File: src/rtl/div_pkg.sv
// Shared arithmetic-datapath definitions for the divider: FSM state type and
// the default operand widths also used by the shift-add multiplier.
package div_pkg;

    typedef enum logic [1:0] {
        IDLE = 2'd0,
        RUN  = 2'd1,
        DONE = 2'd2
    } div_state_t;

    localparam int DIV_N_DEFAULT = 8;
    localparam int DIV_M_DEFAULT = 8;

endpackage

File: src/rtl/divider_if.sv
// Start/finish handshake bundle for the sequential divider.
// master = requester (drives operands and start), slave = divider.
interface divider_if #(
    parameter int N = 8,
    parameter int M = 8
);
    logic         start;
    logic [N-1:0] a_in;
    logic [M-1:0] b_in;
    logic [N-1:0] quot;
    logic [M-1:0] rem;
    logic         finish;
    logic         div_by_zero;

    modport master (
        output start, a_in, b_in,
        input  quot, rem, finish, div_by_zero
    );

    modport slave (
        input  start, a_in, b_in,
        output quot, rem, finish, div_by_zero
    );
endinterface

File: src/rtl/div_step.sv
// One combinational restoring division step: shift the next dividend bit into
// the partial remainder, trial-subtract the divisor in M+1 bits, keep the
// difference when it does not go negative and emit the quotient bit.
module div_step #(
    parameter int M = 8
) (
    input  logic [M-1:0] i_rem,
    input  logic         i_bit,
    input  logic [M-1:0] i_divisor,
    output logic [M-1:0] o_rem,
    output logic         o_qbit
);
    logic [M:0] w_shift;
    logic [M:0] w_diff;
    logic       w_ge;

    // Trial subtraction; the result always fits in M bits (it is below the
    // divisor), and with a zero divisor the top bit is shifted out on the
    // next step anyway, so only M bits are carried between steps.
    always_comb begin
        w_shift = {i_rem, i_bit};
        w_diff  = w_shift - {1'b0, i_divisor};
        w_ge    = (w_shift >= {1'b0, i_divisor});
        o_qbit  = w_ge;
        o_rem   = w_ge ? M'(w_diff) : M'(w_shift);
    end
endmodule

File: src/rtl/divider.sv
// Sequential restoring shift-subtract divider, one quotient bit per clock.
// The dividend shift register doubles as the quotient register: dividend bits
// leave at the MSB while quotient bits enter at the LSB.
// Optional build macro: DIVIDER_DBZ_EN -- when defined, a zero divisor is
// detected on the load edge and the result is produced without iterating.
module divider
    import div_pkg::*;
#(
    parameter int N = DIV_N_DEFAULT,
    parameter int M = DIV_M_DEFAULT
) (
    input  logic      clk,
    input  logic      reset,
    divider_if.slave  bus
);
    localparam int CNT_W = $clog2(N + 1);

    div_state_t       r_state;
    logic [N-1:0]     r_dvd;
    logic [M-1:0]     r_dvs;
    logic [M-1:0]     r_rem;
    logic [CNT_W-1:0] r_cnt;
    logic             r_finish;
    logic [M-1:0]     w_rem_nxt;
    logic             w_qbit;

    div_step #(.M(M)) u_step (
        .i_rem     (r_rem),
        .i_bit     (r_dvd[N-1]),
        .i_divisor (r_dvs),
        .o_rem     (w_rem_nxt),
        .o_qbit    (w_qbit)
    );

`ifdef DIVIDER_DBZ_EN
    logic         r_dbz;
    logic [M-1:0] w_a_low;

    assign w_a_low = M'(bus.a_in);

    // Control FSM and datapath registers, with zero-divisor fast path on load
    always_ff @(posedge clk) begin
        if (reset) begin
            r_state  <= IDLE;
            r_dvd    <= '0;
            r_dvs    <= '0;
            r_rem    <= '0;
            r_cnt    <= '0;
            r_finish <= 1'b0;
            r_dbz    <= 1'b0;
        end else begin
            case (r_state)
                IDLE, DONE: begin
                    if (bus.start) begin
                        r_finish <= 1'b0;
                        r_dbz    <= 1'b0;
                        r_dvs    <= bus.b_in;
                        r_cnt    <= CNT_W'(N);
                        if (bus.b_in == '0) begin
                            r_dvd    <= '1;
                            r_rem    <= w_a_low;
                            r_finish <= 1'b1;
                            r_dbz    <= 1'b1;
                            r_state  <= DONE;
                        end else begin
                            r_dvd    <= bus.a_in;
                            r_rem    <= '0;
                            r_state  <= RUN;
                        end
                    end
                end
                RUN: begin
                    r_rem <= w_rem_nxt;
                    r_dvd <= N'({r_dvd, w_qbit});
                    r_cnt <= r_cnt - 1'b1;
                    if (r_cnt == CNT_W'(1)) begin
                        r_finish <= 1'b1;
                        r_state  <= DONE;
                    end
                end
                default: r_state <= IDLE;
            endcase
        end
    end

    assign bus.div_by_zero = r_dbz;
`else
    // Control FSM and datapath registers; a zero divisor iterates normally
    always_ff @(posedge clk) begin
        if (reset) begin
            r_state  <= IDLE;
            r_dvd    <= '0;
            r_dvs    <= '0;
            r_rem    <= '0;
            r_cnt    <= '0;
            r_finish <= 1'b0;
        end else begin
            case (r_state)
                IDLE, DONE: begin
                    if (bus.start) begin
                        r_dvd    <= bus.a_in;
                        r_dvs    <= bus.b_in;
                        r_rem    <= '0;
                        r_cnt    <= CNT_W'(N);
                        r_finish <= 1'b0;
                        r_state  <= RUN;
                    end
                end
                RUN: begin
                    r_rem <= w_rem_nxt;
                    r_dvd <= N'({r_dvd, w_qbit});
                    r_cnt <= r_cnt - 1'b1;
                    if (r_cnt == CNT_W'(1)) begin
                        r_finish <= 1'b1;
                        r_state  <= DONE;
                    end
                end
                default: r_state <= IDLE;
            endcase
        end
    end

    assign bus.div_by_zero = 1'b0;
`endif

    assign bus.quot   = r_dvd;
    assign bus.rem    = r_rem;
    assign bus.finish = r_finish;
endmodule

File: src/flat_wrapper.sv
// flat-port wrapper written by rule: the top's interface ports become plain ports
module divider_flat import div_pkg::*;
#(
    parameter int N = DIV_N_DEFAULT,
    parameter int M = DIV_M_DEFAULT
)
  (clk, reset, bus_start, bus_a_in, bus_b_in, bus_quot, bus_rem, bus_finish, bus_div_by_zero);
  divider_if #(.N(N), .M(M)) bus_i ();
  input  logic clk;
  input  logic reset;
  input wire logic [$bits(bus_i.start)-1:0] bus_start;
  input wire logic [$bits(bus_i.a_in)-1:0] bus_a_in;
  input wire logic [$bits(bus_i.b_in)-1:0] bus_b_in;
  output wire logic [$bits(bus_i.quot)-1:0] bus_quot;
  output wire logic [$bits(bus_i.rem)-1:0] bus_rem;
  output wire logic [$bits(bus_i.finish)-1:0] bus_finish;
  output wire logic [$bits(bus_i.div_by_zero)-1:0] bus_div_by_zero;
  assign bus_i.start = bus_start;
  assign bus_i.a_in = bus_a_in;
  assign bus_i.b_in = bus_b_in;
  assign bus_quot = bus_i.quot;
  assign bus_rem = bus_i.rem;
  assign bus_finish = bus_i.finish;
  assign bus_div_by_zero = bus_i.div_by_zero;
  divider #(.N(N), .M(M)) u_core (.clk(clk), .reset(reset), .bus(bus_i));
endmodule
File: config.mk
export PLATFORM = sky130hd
export DESIGN_NAME = divider_flat
export DESIGN_NICKNAME = d
export VERILOG_FILES = /design/src/rtl/div_pkg.sv /design/src/rtl/divider_if.sv /design/src/rtl/div_step.sv /design/src/rtl/divider.sv /design/src/flat_wrapper.sv
export SDC_FILE = /design/constraint.sdc
export NUM_CORES = 1
export LEC_CHECK = 0
export CORE_UTILIZATION = 40
export DETAILED_ROUTE_END_ITERATION = 6
export GPL_TIMING_DRIVEN = 0
export PLACE_DENSITY = 0.66
export RECOVER_POWER = 100
export SYNTH_ARGS = -nofsm -noshare
export SYNTH_HDL_FRONTEND = slang
export SYNTH_SLANG_ARGS = --single-unit
File: constraint.sdc
create_clock -name clk -period 2.6 [get_ports clk]
set_input_delay 0.39 -clock clk [delete_from_list [all_inputs] [get_ports clk]]
set_output_delay 0.39 -clock clk [all_outputs]
set_load 0.02 [all_outputs]
# After elaboration in Yosys (flattened, before gate mapping)
# Cells that the tools add are included.
# op_classes
add_sub_neg	2
n_lt_le_gt_ge	1
eq_ne	5
mux	13
reduce_logical	7
# op_table
operator	n
$pmux W8 S2	2
$mux W8	3
$ge A9 B8 Y1	1
$pmux W4 S2	1
$sub A8 B8 Y8	1
$reduce_and A2 Y1	3
$eq A4 B1 Y1 const B	1
$mux W2	2
$mux W4	1
$pmux W2 S2	1
$sub A4 B1 Y4 const B	1
$reduce_and A3 Y1	1
$eq A2 B1 Y1 const B	1
$eq A2 B2 Y1 const B	1
$logic_not A2 Y1	1
$mux W1	2
$ne A2 B1 Y1 const B	1
$ne A2 B2 Y1 const B	1
$pmux W1 S2	1
$reduce_bool A2 Y1	1
$reduce_or A2 Y1	1
# word_totals
register_bits	31
inputBits	19
wordCells	34

# Depth between registers and ports, before layout
# logic_depth
word_depth	4
mapped_depth	9
mapped_depth_nobuf	9

# Modules after synthesis
# A second synthesis with hierarchy kept.
# hier_totals
hier_cells	213
area_unflattened_um2	1861.8
# by_module_without_submodules
mod	instances	cells_each	area_each_um2	seq_area_each_um2
divider	1	147	1322.5	620.6
div_step	1	66	539.3	0.0

# Worst setup path after synthesis
# Ideal clock, no wire load.
# synth_path
path_kind	reg-to-reg
start	reg u_core.r_rem[0], in the netlist u_core.bus.rem[0]
end	reg u_core.r_rem[6], in the netlist u_core.bus.rem[6]
setup_ps	59
arrival_time_ps	1738
slack_ps	803
path_stages_with_launch	9
n_path_buf	0
synth_period_minus_slack_ps	1797
cell_sequence	dfxtp_1 > inv_1 > fa_1 > nor2b_1 > nor3_1 > o21bai_1 > a21oi_1 > mux2_2 > nand2_1
# synth_via
elab_chain_cells	3
# synth_rtl
element	line	text
start, declared	divider.sv:21	logic [M-1:0] r_rem;
start signal, assigned	divider.sv:110	r_rem <= w_rem_nxt;
$sub A8 B8 Y8 or $ge A9 B8 Y1 (tied branches)	div_step.sv:22, div_step.sv:23	
$mux W8 *	div_step.sv:25	o_rem = w_ge ? M'(w_diff) : M'(w_shift);
$pmux W8 S2 *	divider.sv:98	case (r_state)
# Every way passes the cells marked *; elsewhere a longest branch is shown, timed or not.
# A chain may end at the register's enable or synchronous reset.

# Worst setup path after layout
# layout_path
start	in bus_start
end	reg u_core.r_dvd[7], in the netlist u_core.bus.quot[7]
# layout_via
elab_chain_cells	2
# layout_rtl
element	line	text
start, declared	flat_wrapper.sv:11	input wire logic [$bits(bus_i.start)-1:0] bus_start;
$ne A2 B2 Y1 (no source line)	-	
$reduce_and A2 Y1 (no source line)	-	
end signal, assigned	divider.sv:101	r_dvd <= bus.a_in;
end signal, assigned	divider.sv:111	r_dvd <= N'({r_dvd, w_qbit});
end, declared	divider.sv:19	logic [N-1:0] r_dvd;
# No other way between the ends.

==> flow_metrics.env <==
export IMPL_status="finished, final reports clean"
export IMPL_setup_violations=0
export IMPL_ant_nets=0
export IMPL_stdcell_count=299
export IMPL_cp_arrival_ns=2.27
export IMPL_start_util_pct=41.8
export IMPL_pwr_density_cell_nw_per_um2=837
export IMPL_syn_cell_area_um2=1670
export IMPL_crit_type="in2reg"
export IMPL_core_rowCount=23
export IMPL_vias=1474
export IMPL_numCtsBuffers=5
export IMPL_slew_headroom_pct=51.3
export IMPL_grt_util_all_layers_pct=18.3
export IMPL_crit_path_end_kind="flop"
export IMPL_fmax_ghz=0.487
export IMPL_core_um2=4000
export IMPL_gp_congestion=0.900
export IMPL_insertion_delay_ns=0.29
export IMPL_rsz0062_at_grt="false"
export IMPL_synth_top_cell_area_share_pct=37.1
export IMPL_grt_pass1_vias=1345
export IMPL_dp_slack_ns=0.613
export IMPL_ys_top_cells_by_count="nand2_1, dfxtp_1, a21oi_1"
export IMPL_postSynthCellCount=207
export IMPL_cts_tree="yes"
export IMPL_ys_warn_count=0
export IMPL_cts_resized=0
export IMPL_cap_viol_max_count=0
export IMPL_drt_wl_total_mm=3.53
export IMPL_crit_slowest_cell="dlygate4sd3_1"
export IMPL_dr_pass1_iters=4
export IMPL_finClkSkew_ns=0.00475
export IMPL_drcViolationCount=0
export IMPL_path_buf_inv=3
export IMPL_hold_buffers=0
export IMPL_syn_to_final_growth_pct=29.9
export IMPL_irDropWorstVdd_mv=0.380
export IMPL_dp_cells=291
export IMPL_hold_viol=0
export IMPL_crit_required_ns=2.82
export IMPL_ys_seq_area_share_pct=37.1
export IMPL_clockRootBuffer="clkbuf_8"
export IMPL_crit_family="buffers and inverters"
export IMPL_io_buffers=34
export IMPL_path_cells="dlygate4sd3_1, nor2b_1, clkbuf_1, clkbuf_1, a22oi_1, a21oi_1"
export IMPL_setup_slack_ns=0.547
export IMPL_die_h_um=66.7
export IMPL_synth_seq_cells=31
export IMPL_yosysTopAreaCell="dfxtp_1"
export IMPL_overflow=0
export IMPL_dr_first_iter_drc_count=56
export IMPL_die_w_um=66.7
export IMPL_viasPerCell=4.93
export IMPL_grt_pass1_wl_mm=5.95
export IMPL_wire_per_inst_um=11.8
export IMPL_synth_edf_count=0
export IMPL_ys_types=42
export IMPL_start_kind="primary input"
export IMPL_syn_num_nets=237
export IMPL_synthArstFlopShare_pct=0
export IMPL_cp_common_cell="clkbuf_1"
export IMPL_slowest_delay_ns=0.55
export IMPL_synth_avg_cell_area_um2=8.08
export IMPL_postCtsSetupRepairBufs=0
export IMPL_worst_slew_pin_slew_ns=0.727
export IMPL_final_min_clock_period_ns=2.05
export IMPL_final_setup_tns_ns=0
export IMPL_synth_most_common_cell="nand2_1"
export IMPL_clk_pin_slew_ns=0.07
export IMPL_cts_max_level=2
export IMPL_ys_flop_type="dfxtp_1"
export IMPL_finalNetCount=278
export IMPL_boundaryPins=37
export IMPL_cts_sinks=31
export IMPL_diodes=0
export IMPL_fillerInstances=401
export IMPL_cts_path_max_buffers=2
export IMPL_post_dp_hpwl_mm=2.61
export IMPL_synthTopCellsByArea="dfxtp_1, a21oi_1, nand2_1, ha_1, nor2_1"
export IMPL_drive_gt1_share_pct=8.43
export IMPL_fin_worst_hold_slack_ns=0.457
export IMPL_finalCritPeriodShare_pct=78.9
export IMPL_crit_fanout=10
export IMPL_hold_path_class="reg2reg"
export IMPL_antenna_found_initial=0
export IMPL_p_leak_nw=0.903
export IMPL_dieArea_um2=4440
export IMPL_grt_max_degree=11
export IMPL_report_final_slew_viol_count=0
==> cell usage in the layout (no fill, tap or decap), types with 2 or more instances in the layout <==
master and instances:
nor2b_1 3, buf_4 2, dlygate4sd3_1 18, a22oi_1 8
xor2_1 2, and2b_1 2, nand3_1 5, ha_1 10
nand2_1 36, mux2i_1 4, mux2_2 2, a21oi_1 30
clkbuf_1 6, nand2b_1 4, dfxtp_1 31, inv_1 12
clkbuf_8 6, nor3_1 2, clkdlybuf4s50_1 16, o21ai_0 6
nor2_1 19, a22o_1 2
==> through the flow <==
stage	power, mW	area, µm²	util [%]
floorplan	1.18	1670	-
global placement	1.37	2080	51.9
detailed placement	1.38	2080	51.9
CTS	1.88	2190	54.8
global route	1.93	2170	54.3
finish	1.82	2170	54.3
==> metal layers <==
layer / track usage [%] / routed length [µm] / vias to the layer above
li1: - / - / 785
met1: 22.3 / 1780 / 650
met2: 28.9 / 1510 / 32
met3: 5.99 / 167 / 7
met4: 8.78 / 74 / 0
met5: 0 / 0 / -
==> logic make-up (layout without fill, tap and decap cells) <==
family	after synthesis	in the layout	synth area share (%)
flops	31	31	37.1
fa+ha+maj	11	11	8.68
xor+xnor	3	3	1.57
simple gates	77	77	21.0
buf+inv	22	64	6.58
other cells	1	1	0.224
compound gates	56	56	21.1
mux	6	6	3.74
==> path summary, 6_finish.rpt <==
check / from / end / slack [ns] / depth (start not counted)
worst max-delay path: bus_start / u_core.bus.quot[7]$_SDFFE_PP0P_ / 0.55 / 6
worst min-delay path: u_core.r_dvs[4]$_SDFFE_PP0P_ / u_core.r_dvs[4]$_SDFFE_PP0P_ / 0.46 / 2
worst max register to register: u_core.bus.quot[7]$_SDFFE_PP0P_ / u_core.bus.rem[6]$_SDFFE_PP0P_ / 0.66 / 9
worst min register to register: u_core.r_dvs[4]$_SDFFE_PP0P_ / u_core.r_dvs[4]$_SDFFE_PP0P_ / 0.46 / 2
==> flip-flops by register name (all words and copies together) (netlist names) <==
register and cells:
u_core.bus.quot 8, u_core.bus.rem 8, u_core.r_dvs 8, u_core.r_cnt 4
u_core.r_state 2, u_core.bus.finish 1
==> where the power goes <==
part | internal (mW) | leakage, nW | switching, mW | total [mW]
registers | 0.526 | 0.254 | 0.0443 | 0.570
clock network | 0.310 | 0.0612 | 0.186 | 0.495
logic | 0.351 | 0.588 | 0.402 | 0.753
total | 1.19 | 0.903 | 0.632 | 1.82
==> cell type report <==
class / instances / area (µm²) / share of cell area, %
inverter: 12 / 45.0 / 2.07
sequential: 31 / 621 / 28.6
clock buffer: 6 / 82.6 / 3.80
buffer: 10 / 61.3 / 2.82
tap: 50 / 62.6 / 2.88
multi-input combinational: 154 / 926 / 42.6
clock inverter: 2 / 35.0 / 1.61
timing repair buffer: 34 / 340 / 15.7
==> worst min-delay path, cell delays in order, from the launching register on <==
cell and delay [ns]:
dfxtp_1 0.31, nand2_1 0.05, a21oi_1 0.05
Power figures use the tool's default switching activity.
